$ cat src/rtl/mixer_sequencer_if.sv
// Output sample handshake between the mixer sequencer and the codec/I2S stage.
interface mixer_sequencer_if #(
    parameter int unsigned OUT_W = 24
);
    logic signed [OUT_W-1:0] sample;
    logic                    sample_valid;
    logic                    sample_ack;

    modport master (output sample, output sample_valid, input sample_ack);
    modport slave  (input sample, input sample_valid, output sample_ack);
endinterface

$ cat src/rtl/mixer_sequencer.sv
// Frame scheduler for the voice mixer: reads each voice, feeds the mixer, holds the result.
// Optional feature macro MIXSEQ_VOICE_SKIP_EN: no bank read for voices whose active bit is 0.
module mixer_sequencer #(
    parameter int unsigned NUM_VOICES  = 10,
    parameter int unsigned IN_W        = 23,
    parameter int unsigned OUT_W       = 24,
    parameter int unsigned RDY_TIMEOUT = 4
) (
    input  logic                    clk,
    input  logic                    rst,
    input  logic                    i_sample_req,
    input  logic [NUM_VOICES-1:0]   i_voice_active,
    output logic [3:0]              o_voice_sel,
    output logic                    o_voice_rd,
    input  logic signed [IN_W-1:0]  i_voice_data,
    output logic                    o_mix_en,
    output logic signed [IN_W-1:0]  o_mix_data,
    input  logic                    i_mix_rdy,
    input  logic signed [OUT_W-1:0] i_mix_data,
    mixer_sequencer_if.master       o_sample_if,
    output logic                    o_busy,
    output logic                    o_overrun,
    output logic                    o_drop,
    output logic                    o_err
);
    localparam logic [3:0] LastVoice = 4'(NUM_VOICES - 1);
    localparam logic [3:0] LastWait  = 4'(RDY_TIMEOUT - 1);

    typedef enum logic [1:0] {StIdle, StFetch, StFeed, StWaitRdy} state_e;

    state_e                  r_state;
    state_e                  w_state_d;
    logic [3:0]              r_cnt;
    logic [3:0]              w_cnt_d;
    logic                    r_mix_en;
    logic                    r_gate;
    logic                    r_overrun;
    logic                    r_drop;
    logic                    r_err;
    logic                    r_valid;
    logic signed [OUT_W-1:0] r_sample;
    logic                    w_capture;
    logic                    w_timeout;
    logic                    w_active;

    // r_cnt is the voice index in StFetch and the ready-wait counter in StWaitRdy.
    assign w_active = i_voice_active[r_cnt];

    always_comb begin
        w_state_d = r_state;
        w_cnt_d   = r_cnt;
        w_capture = 1'b0;
        w_timeout = 1'b0;
        unique case (r_state)
            StIdle: begin
                w_cnt_d = '0;
                if (i_sample_req) begin
                    w_state_d = StFetch;
                end
            end
            StFetch: begin
                if (r_cnt == LastVoice) begin
                    w_cnt_d   = '0;
                    w_state_d = StFeed;
                end else begin
                    w_cnt_d = r_cnt + 4'd1;
                end
            end
            StFeed: begin
                w_cnt_d   = '0;
                w_state_d = StWaitRdy;
            end
            StWaitRdy: begin
                if (i_mix_rdy) begin
                    w_capture = 1'b1;
                    w_cnt_d   = '0;
                    w_state_d = StIdle;
                end else if (r_cnt == LastWait) begin
                    w_timeout = 1'b1;
                    w_cnt_d   = '0;
                    w_state_d = StIdle;
                end else begin
                    w_cnt_d = r_cnt + 4'd1;
                end
            end
        endcase
    end

    always_ff @(posedge clk or posedge rst) begin
        if (rst) begin
            r_state   <= StIdle;
            r_cnt     <= '0;
            r_mix_en  <= 1'b0;
            r_gate    <= 1'b0;
            r_overrun <= 1'b0;
            r_drop    <= 1'b0;
            r_err     <= 1'b0;
            r_valid   <= 1'b0;
            r_sample  <= '0;
        end else begin
            r_state   <= w_state_d;
            r_cnt     <= w_cnt_d;
            // Mixer enable trails each read by one cycle, matching bank read latency.
            r_mix_en  <= (r_state == StFetch);
            r_gate    <= (r_state == StFetch) && w_active;
            r_overrun <= i_sample_req && (r_state != StIdle);
            r_drop    <= w_capture && r_valid && !o_sample_if.sample_ack;
            if (w_capture) begin
                r_sample <= i_mix_data;
                r_valid  <= 1'b1;
            end else if (r_valid && o_sample_if.sample_ack) begin
                r_valid <= 1'b0;
            end
            if (w_timeout) begin
                r_err <= 1'b1;
            end
        end
    end

    assign o_busy      = (r_state != StIdle);
    assign o_voice_sel = (r_state == StFetch) ? r_cnt : 4'd0;
`ifdef MIXSEQ_VOICE_SKIP_EN
    assign o_voice_rd  = (r_state == StFetch) && w_active;
`else
    assign o_voice_rd  = (r_state == StFetch);
`endif
    assign o_mix_en    = r_mix_en;
    assign o_mix_data  = r_gate ? i_voice_data : '0;
    assign o_overrun   = r_overrun;
    assign o_drop      = r_drop;
    assign o_err       = r_err;

    assign o_sample_if.sample       = r_sample;
    assign o_sample_if.sample_valid = r_valid;
endmodule

$ cat src/flat_wrapper.sv
// flat-port wrapper written by rule: the top's interface ports become plain ports
module mixer_sequencer_flat 
#(
    parameter int unsigned NUM_VOICES  = 10,
    parameter int unsigned IN_W        = 23,
    parameter int unsigned OUT_W       = 24,
    parameter int unsigned RDY_TIMEOUT = 4
)
  (clk, rst, i_sample_req, i_voice_active, o_voice_sel, o_voice_rd, i_voice_data, o_mix_en, o_mix_data, i_mix_rdy, i_mix_data, o_busy, o_overrun, o_drop, o_err, o_sample_if_sample, o_sample_if_sample_valid, o_sample_if_sample_ack);
  mixer_sequencer_if #(.OUT_W(OUT_W)) o_sample_if_i ();
  input  logic clk;
  input  logic rst;
  input  logic i_sample_req;
  input  logic [NUM_VOICES-1:0] i_voice_active;
  output logic [3:0] o_voice_sel;
  output logic o_voice_rd;
  input  logic signed [IN_W-1:0] i_voice_data;
  output logic o_mix_en;
  output logic signed [IN_W-1:0] o_mix_data;
  input  logic i_mix_rdy;
  input  logic signed [OUT_W-1:0] i_mix_data;
  output logic o_busy;
  output logic o_overrun;
  output logic o_drop;
  output logic o_err;
  output wire logic [$bits(o_sample_if_i.sample)-1:0] o_sample_if_sample;
  output wire logic [$bits(o_sample_if_i.sample_valid)-1:0] o_sample_if_sample_valid;
  input wire logic [$bits(o_sample_if_i.sample_ack)-1:0] o_sample_if_sample_ack;
  assign o_sample_if_sample = o_sample_if_i.sample;
  assign o_sample_if_sample_valid = o_sample_if_i.sample_valid;
  assign o_sample_if_i.sample_ack = o_sample_if_sample_ack;
  mixer_sequencer #(.NUM_VOICES(NUM_VOICES), .IN_W(IN_W), .OUT_W(OUT_W), .RDY_TIMEOUT(RDY_TIMEOUT)) u_core (.clk(clk), .rst(rst), .i_sample_req(i_sample_req), .i_voice_active(i_voice_active), .o_voice_sel(o_voice_sel), .o_voice_rd(o_voice_rd), .i_voice_data(i_voice_data), .o_mix_en(o_mix_en), .o_mix_data(o_mix_data), .i_mix_rdy(i_mix_rdy), .i_mix_data(i_mix_data), .o_sample_if(o_sample_if_i), .o_busy(o_busy), .o_overrun(o_overrun), .o_drop(o_drop), .o_err(o_err));
endmodule
$ cat config.mk
export PLATFORM = sky130hd
export DESIGN_NAME = mixer_sequencer_flat
export DESIGN_NICKNAME = d
export VERILOG_FILES = /design/src/rtl/mixer_sequencer_if.sv /design/src/rtl/mixer_sequencer.sv /design/src/flat_wrapper.sv
export SDC_FILE = /design/constraint.sdc
export NUM_CORES = 1
export LEC_CHECK = 0
export BUFFER_PORTS_ARGS = -buffer_cell sky130_fd_sc_hd__clkbuf_2
export CORE_MARGIN = 1.5
export CORE_UTILIZATION = 44
export CTS_CLUSTER_DIAMETER = 200
export DETAILED_ROUTE_END_ITERATION = 6
export HOLD_SLACK_MARGIN = 0.06
export PLACE_DENSITY = 0.84
export SKIP_CTS_REPAIR_TIMING = 1
export SYNTH_ARGS = -nofsm -noshare
export SYNTH_HDL_FRONTEND = slang
export SYNTH_SLANG_ARGS = --single-unit
$ cat constraint.sdc
create_clock -name clk -period 4.6 [get_ports clk]
set_input_delay 0.46 -clock clk [delete_from_list [all_inputs] [get_ports clk]]
set_output_delay 0.46 -clock clk [all_outputs]
set_load 0.01 [all_outputs]
Word level (Yosys, flattened, before mapping)

Index checks and enable logic that the tools add are counted.

$add $sub $neg: 1
Multiplexer cells: 20
Reductions and logical operators: 11
$lt $le $gt $ge: 1
Equality and inequality tests: 8

Operators with widths:

| operator                                                   | number |
|---|---|
| 2-to-1 mux 23 bit                                          | 1 |
| 2-to-1 mux 4 bit                                           | 4 |
| one-hot mux 4 bit (3 select lines)                         | 1 |
| 2-to-1 mux 1 bit                                           | 8 |
| 2-to-1 mux 2 bit                                           | 4 |
| one-hot mux 2 bit (4 select lines)                         | 1 |
| logical AND 1 bit                                          | 5 |
| less-than comparator 4 x 5 -> 1 bit, second input constant | 1 |
| adder 4 x 1 -> 4 bit, second input constant                | 1 |
| binary-select mux 1 bit (select 4 bit)                     | 1 |
| equality test 2 bit, second input constant                 | 2 |
| equality test 4 x 2 -> 1 bit, second input constant        | 1 |
| equality test 4 bit, second input constant                 | 1 |
| nonzero test 2 bit                                         | 2 |
| inequality test 3 x 2 -> 1 bit, second input constant      | 1 |
| AND reduction 3 bit                                        | 1 |
| equality test 2 x 1 -> 1 bit, second input constant        | 1 |
| zero test 2 bit                                            | 1 |
| inequality test 2 x 1 -> 1 bit, second input constant      | 1 |
| inequality test 2 bit, second input constant               | 1 |
| OR reduction 2 bit                                         | 1 |
| zero test 1 bit                                            | 1 |

Logic and storage cells: 50
Register bits: 36
Output and inout bits: 58
Bits of input ports: 62

Logic depth before layout (Yosys ltp)

Gate-level depths: netlist (run 1).

Depth in word-level cells: 4
Depth in mapped cells: 5
Gate-level depth less buffers: 5

Least setup slack after synthesis (run 1)

No wires, ideal clock.

Path type: register to register
Start point: reg u_core.r_cnt[1]
End point: reg u_core.r_state[1]
Data required time: 4.473 ns
Period minus slack after synthesis: 1.810 ns
Arrival: 1.683 ns
Buffers on the path: 0
Slack: 2.790 ns
Stages on the path, launching flop included: 5
Cell sequence: dfrtp_1 -> ha_1 -> or3b_1 -> a222oi_1 -> mux2_1

Cells in the longest elaborated chain, start to end: 3
Elaborated cells on any way between the ends: 5

RTL lines:

| item                                                                                              | RTL line                                     | text |
|---|---|---|
| start, declared                                                                                   | mixer_sequencer.sv:33                        | `logic [3:0] r_cnt;` |
| start signal, assigned                                                                            | mixer_sequencer.sv:102                       | `r_cnt <= w_cnt_d;` |
| equality test 4 x 2 -> 1 bit / equality test 4 bit (equally long branches)                        | mixer_sequencer.sv:78, mixer_sequencer.sv:62 |  |
| inequality test 3 x 2 -> 1 bit (no line) / inequality test 2 x 1 -> 1 bit (equally long branches) | -                                            |  |
| AND reduction 3 bit (no line) *                                                                   | -                                            |  |
| end signal, assigned                                                                              | mixer_sequencer.sv:91                        | `r_state <= StIdle;` |
| end signal, assigned                                                                              | mixer_sequencer.sv:101                       | `r_state <= w_state_d;` |
| end, declared                                                                                     | mixer_sequencer.sv:31                        | `state_e r_state;` |

Mark *: on every way between the ends. The rest lies on a longest branch, timed or not.
A chain may end at the register's enable or synchronous reset.

Worst setup path after layout (run 1)

Start point: reg u_core.r_cnt[0]
End point: reg u_core.r_state[1]

The elaborated chain is that of the path after synthesis.

==> flow_metrics.env, run 1 <==
export IMPL_stdcell_count=312
export IMPL_end_kind="register"
export IMPL_drtIter0Drc=10
export IMPL_antenna_cells=0
export IMPL_syn_cell_area_um2=1750
export IMPL_ir_drop_mv=0.425
export IMPL_grt_overflow=0
export IMPL_clock_sinks=36
export IMPL_slew_viol_final=0
export IMPL_slew_headroom_pct=31.5
export IMPL_power_density_nw_per_um2=574
export IMPL_drive_above_1_share_pct=58.7
export IMPL_antenna_found_initial=0
export IMPL_yosysMostFrequentCell="dfrtp_1"
export IMPL_worst_pin_slew_ps=1020
export IMPL_dr_pass1_iters=4
export IMPL_track_usage_pct=18.7
export IMPL_setup_viol=0
export IMPL_cts_tree="built"
export IMPL_grt_pass1_vias=1447
export IMPL_clkTransAtPathRegs_ps=70
export IMPL_rsz0062_at_grt="no"
export IMPL_dieHeight_um=66.0
export IMPL_avgViaCountPerCell=4.74
export IMPL_setup_tns_ps=0
export IMPL_muxShareOfSynthArea_pct=20.0
export IMPL_cts_max_level=2
export IMPL_synth_simple_gate_area_share_pct=15.8
export IMPL_place_inst=304
export IMPL_finalPower_mw=1.42
export IMPL_synth_area_leader_cell="dfrtp_1"
export IMPL_grt_pass1_wl_um=6100
export IMPL_synth_compound_area_share_pct=2.51
export IMPL_fin_area_um2=2470
export IMPL_rows=22
export IMPL_cp_arrival_ps=2310
export IMPL_antenna_left=0
export IMPL_ys_seq_area_share_pct=51.5
export IMPL_finalClockSkew_ps=6.49
export IMPL_clockBufferDepth=2
export IMPL_post_drt_wl_per_cell_um=12.5
export IMPL_place_gp_congestion=0.752
export IMPL_wl_um=3910
export IMPL_cp_start_kind="register"
export IMPL_drc=0
export IMPL_cts_buffers_inserted=5
export IMPL_ioPinCount=120
export IMPL_synth_top_family_by_area="multiplexers"
export IMPL_start_util_pct=46.7
export IMPL_p_leak_nw=1.38
export IMPL_dieArea_um2=4360
export IMPL_critical_path_class="reg2reg"
export IMPL_async_reset_ff_share_pct=100
export IMPL_synth_area_leaders="dfrtp_1 52%, mux2_2 16%, and2_1 9.3%"
export IMPL_die_x_um=66.0
export IMPL_synthXorXnorAreaFrac_pct=1.00
export IMPL_required_ps=4770
export IMPL_synth_warnings=0
export IMPL_synth_ff_latch_count=36
export IMPL_finalNetCount=333
export IMPL_hold_viol=0
export IMPL_fmaxAchievable_mhz=466
export IMPL_critPathMaxFanout=9
export IMPL_synth_distinct_cells=26
export IMPL_syn2layout_area_growth_pct=41.5
export IMPL_min_period_over_period_pct=46.6
export IMPL_yosys_area_top_type_share_pct=51.5
export IMPL_synth_edf_count=0
export IMPL_dp_hpwl_um=3110
export IMPL_syn_num_nets=212
export IMPL_synth_ff_type="dfrtp_1"
export IMPL_coreArea_um2=3740
export IMPL_drv_cap=0
export IMPL_clkLatencyLatePin_ps=290
export IMPL_min_period_ps=2140
export IMPL_synthCells=142
export IMPL_netlist_top_cells_count="36 x dfrtp_1, 26 x and2_1, 25 x mux2_2"
export IMPL_vias=1478
export IMPL_fill_cells=309
export IMPL_synth_area_per_cell_um2=12.3
export IMPL_root_buffer="clkbuf_8"
export IMPL_place_area_um2=2380
export IMPL_grt_max_degree=37
export IMPL_port_buffers=119
export IMPL_status="finished, final reports clean"
export IMPL_fin_util_pct=66.1
export IMPL_synthAdderAreaFrac_pct=5.73
export IMPL_min_delay_path_class="in2async"
-- logic make-up after synthesis --
group,count (synthesis)
AO/OA/AOI/OAI,5
XOR/XNOR,2
buffers and inverters,14
adder cells (fa/ha/maj),8
flip-flops,36
AND/OR/NAND/NOR,47
multiplexers,30
-- flip-flops by register name, summed over array words and instances, names as in the netlist --
signal and cells:
u_core.o_sample_if.sample 24, u_core.o_mix_en 1, u_core.r_gate 1, u_core.r_cnt 4, u_core.o_err 1, u_core.o_overrun 1
u_core.r_state 2, u_core.o_drop 1, u_core.o_sample_if.sample_valid 1
-- power breakdown --
group          leakage, nW  internal (mW)  switching [mW]  total [mW]
registers            0.442          0.460          0.0992       0.560
logic                0.887          0.328           0.302       0.630
clock network       0.0510          0.119           0.110       0.230
-- worst max-delay path: stages (launching register included) --
cell and delay, ps:
dfrtp_1 560, ha_1 290, or3b_1 360, a222oi_1 450, mux2_1 370
-- layout make-up --
class,count,area [um^2],share of cell area (%)
Clock inverter,2,10.0,0.405
Tap cell,48,60.1,2.43
Sequential cell,36,901,36.4
Inverter,8,30.0,1.21
Clock buffer,6,82.6,3.34
Multi-Input combinational cell,92,787,31.8
Timing Repair Buffer,120,603,24.4
-- metrics by stage --
| step | hold slack, ps | worst slack (ps) |
|---|---|---|
| after detailed placement | 470 | 2490 |
| after global routing | 320 | 2330 |
| final | 237 | 2460 |
| after global placement | 479 | 2550 |
| after floorplan | 503 | 2790 |
| after CTS | 257 | 2470 |
-- cell usage in the layout, fill, tap and decap left out, drive strengths merged --
master,count
nand3,3
a41o,2
a222oi,1
mux2i,3
a2bb2oi,1
nand2,2
nor3,4
and3,1
or3b,2
inv,8
a21oi,1
clkinv,2
nor2,5
nand3b,1
ha,8
xnor2,2
mux2,26
and2,27
mux4,1
clkbuf,125
nand2b,1
buf,1
dfrtp,36
and2b,1
-- worst paths after layout --
| path | slack, ps | startpoint | to | cells after the start |
|---|---|---|---|---|
| min in group clk | 400 | i_mix_data[6] | u_core.o_sample_if.sample[6] | 2 |
| max in group asynchronous | 4030 | rst | u_core.r_state[1] | 3 |
| setup / recovery | 2460 | u_core.r_cnt[0] | u_core.r_state[1] | 4 |
| hold / removal | 240 | rst | u_core.o_mix_en | 3 |
| setup reg to reg | 2460 | u_core.r_cnt[0] | u_core.r_state[1] | 4 |
| hold reg to reg | 480 | u_core.o_err | u_core.o_err | 1 |
-- layer usage --
| layer | global-route usage (%) | up-vias | wire length [um] |
|---|---|---|---|
| met4 | 5.36 | 0 | 31 |
| met2 | 35.6 | 80 | 2000 |
| li1 | - | 715 | - |
| met5 | 0 | - | 0 |
| met3 | 7.16 | 4 | 410 |
| met1 | 18.6 | 679 | 1460 |
(Power assumes the default switching activity.)
==> run 2: changes to the inputs <==
--- a/config.mk
+++ b/config.mk
@@ -7,11 +7,11 @@
 export LEC_CHECK = 0
 export BUFFER_PORTS_ARGS = -buffer_cell sky130_fd_sc_hd__clkbuf_2
 export CORE_MARGIN = 1.5
-export CORE_UTILIZATION = 44
+export CORE_UTILIZATION = 37
 export CTS_CLUSTER_DIAMETER = 200
 export DETAILED_ROUTE_END_ITERATION = 6
 export HOLD_SLACK_MARGIN = 0.06
-export PLACE_DENSITY = 0.84
+export PLACE_DENSITY = 0.76
 export SKIP_CTS_REPAIR_TIMING = 1
 export SYNTH_ARGS = -nofsm -noshare
 export SYNTH_HDL_FRONTEND = slang
==> constraint.sdc (replaced) <==
create_clock -name clk -period 1.7 [get_ports clk]
set_input_delay 0.17 -clock clk [delete_from_list [all_inputs] [get_ports clk]]
set_output_delay 0.17 -clock clk [all_outputs]
set_load 0.01 [all_outputs]
==> flow_metrics.env, run 2 (synthesis results as in run 1) <==
export IMPL_cp_arrival_ps=1930
export IMPL_p_leak_nw=1.43
export IMPL_avgViaCountPerCell=4.72
export IMPL_power_density_nw_per_um2=1520
export IMPL_slew_headroom_pct=69.2
export IMPL_min_delay_path_class="in2reg"
export IMPL_end_kind="register"
export IMPL_post_drt_wl_per_cell_um=12.4
export IMPL_required_ps=1860
export IMPL_violations="DRC, setup timing"
export IMPL_met3_usage_pct=4.78
export IMPL_critPathMaxFanout=2
export IMPL_ir_drop_mv=0.860
export IMPL_r2r_cells=4
export IMPL_min_from="i_sample_req"
export IMPL_rr_startpoint="u_core.r_cnt[1]"
export IMPL_path_cells="ha_2 > or3b_1 > a222oi_1 > mux2_1"
export IMPL_worst_pin_slew_ps=461
export IMPL_drc=12
export IMPL_syn2layout_area_growth_pct=48.0
export IMPL_finalNetCount=343
export IMPL_largest_reg_flops=24
export IMPL_min_period_over_period_pct=104
export IMPL_place_gp_congestion=0.811
export IMPL_clock_sinks=36
export IMPL_hold_path_end="u_core.o_overrun"
export IMPL_crit_path_max_incr_delay_ps=420
export IMPL_use_met2_pct=28.4
export IMPL_cts_tree="built"
export IMPL_clockBufferDepth=2
export IMPL_drv_cap=0
export IMPL_clkTransAtPathRegs_ps=70
export IMPL_layout_setup_ws_ps=-69.4
export IMPL_hold_viol=0
export IMPL_port_buffers=119
export IMPL_status="complete, but fails checks"
export IMPL_grt_overflow=0
export IMPL_groute_layer_met1_usage_pct=17.5
export IMPL_rows=24
export IMPL_critPathSlowestCell="a222oi_1"
export IMPL_dr_pass1_iters=7
export IMPL_fill_cells=372
export IMPL_top_usage_layer="met2"
export IMPL_grt_pass1_vias=1488
export IMPL_grt_pass1_wl_um=6390
export IMPL_r2r_end="u_core.r_state[1]"
export IMPL_drtIter0Drc=35
export IMPL_cp_start_kind="register"
export IMPL_cts_max_level=2
export IMPL_wl_um=4040
export IMPL_antenna_found_initial=0
export IMPL_fmaxAchievable_mhz=565
export IMPL_ioPinCount=120
export IMPL_die_x_um=71.7
export IMPL_critical_path_class="reg2reg"
export IMPL_min_period_ps=1770
export IMPL_r2r_slack_ps=-70
export IMPL_grt_max_degree=27
export IMPL_hold_path_depth=3
export IMPL_dp_hpwl_um=3230
export IMPL_cts_buffers_inserted=5
export IMPL_dieHeight_um=71.7
export IMPL_slew_viol_final=0
export IMPL_finalClockSkew_ps=8.01
export IMPL_vias=1538
export IMPL_holdWs_ps=112
export IMPL_final_common_cell="clkbuf_2"
export IMPL_antenna_left=0
export IMPL_most_common_layout_cells="119 x clkbuf_2, 36 x dfrtp_1, 26 x and2_1"
export IMPL_rsz0062_at_grt="yes"
export IMPL_cp_startpoint="u_core.r_cnt[1]"
export IMPL_track_usage_pct=15.4
export IMPL_dieArea_um2=5150
export IMPL_setup_viol=2
export IMPL_clkLatencyLatePin_ps=280
export IMPL_coreArea_um2=4440
export IMPL_antenna_cells=0
export IMPL_drive_above_1_share_pct=60.2
export IMPL_start_util_pct=39.3
export IMPL_root_buffer="clkbuf_8"
export IMPL_finalPower_mw=3.94
==> run 2: how the worst max path moves through the flow <==
stage / endpoint / slack [ps] / cells past startpoint
CTS: u_core.r_state[1] / -80 / 4
floorplan: u_core.r_state[1] / -80 / 4
global route: u_core.r_state[1] / -160 / 4
detailed placement: u_core.r_state[1] / -80 / 4
finish: u_core.r_state[1] / -70 / 4
global placement: u_core.r_state[1] / -20 / 4
==> run 2: final cells by class <==
type                       count  area, um^2  area share [%]
clock buffer                   7        76.3            2.95
clock inverter                 1        8.76           0.338
timing repair buffer         130         706            27.3
sequential                    36         901            34.8
inverter                       8        30.0            1.16
tap                           52        65.1            2.51
multi-input combinational     92         801            30.9
==> run 2: worst max-delay path, delay by kind of cell, from the launching register on <==
family          cells  cell delay, ps
flops               1             350
compound gates      1             420
mux                 1             360
simple gates        1             350
fa+ha+maj           1             180
==> run 2: metal layers <==
| metal | part of all wire [%] | vias to the layer above |
|---|---|---|
| met5 | 0 | - |
| met4 | 0.20 | 0 |
| met3 | 11 | 2 |
| met2 | 49 | 88 |
| met1 | 40 | 711 |
| li1 | - | 737 |
==> run 2: report_power, final <==
part	total, mW	switching (mW)	leakage (nW)	internal, mW
combinational	1.88	0.887	0.945	0.992
sequential	1.48	0.236	0.442	1.25
clock	0.578	0.285	0.0424	0.292
==> run 2: stage by stage <==
stage / util, % / instance area [um^2] / setup TNS, ps / cells / worst slack [ps]
after floorplan: - / 1750 / -77.8 / 142 / -77.8
after global placement: 55.7 / 2470 / -21.6 / 316 / -21.6
after detailed placement: 55.7 / 2470 / -107 / 316 / -81.1
after CTS: 57.6 / 2560 / -124 / 324 / -82.9
after global routing: 58.2 / 2590 / -299 / 326 / -165
final: 58.2 / 2590 / -91.4 / 326 / -69.4
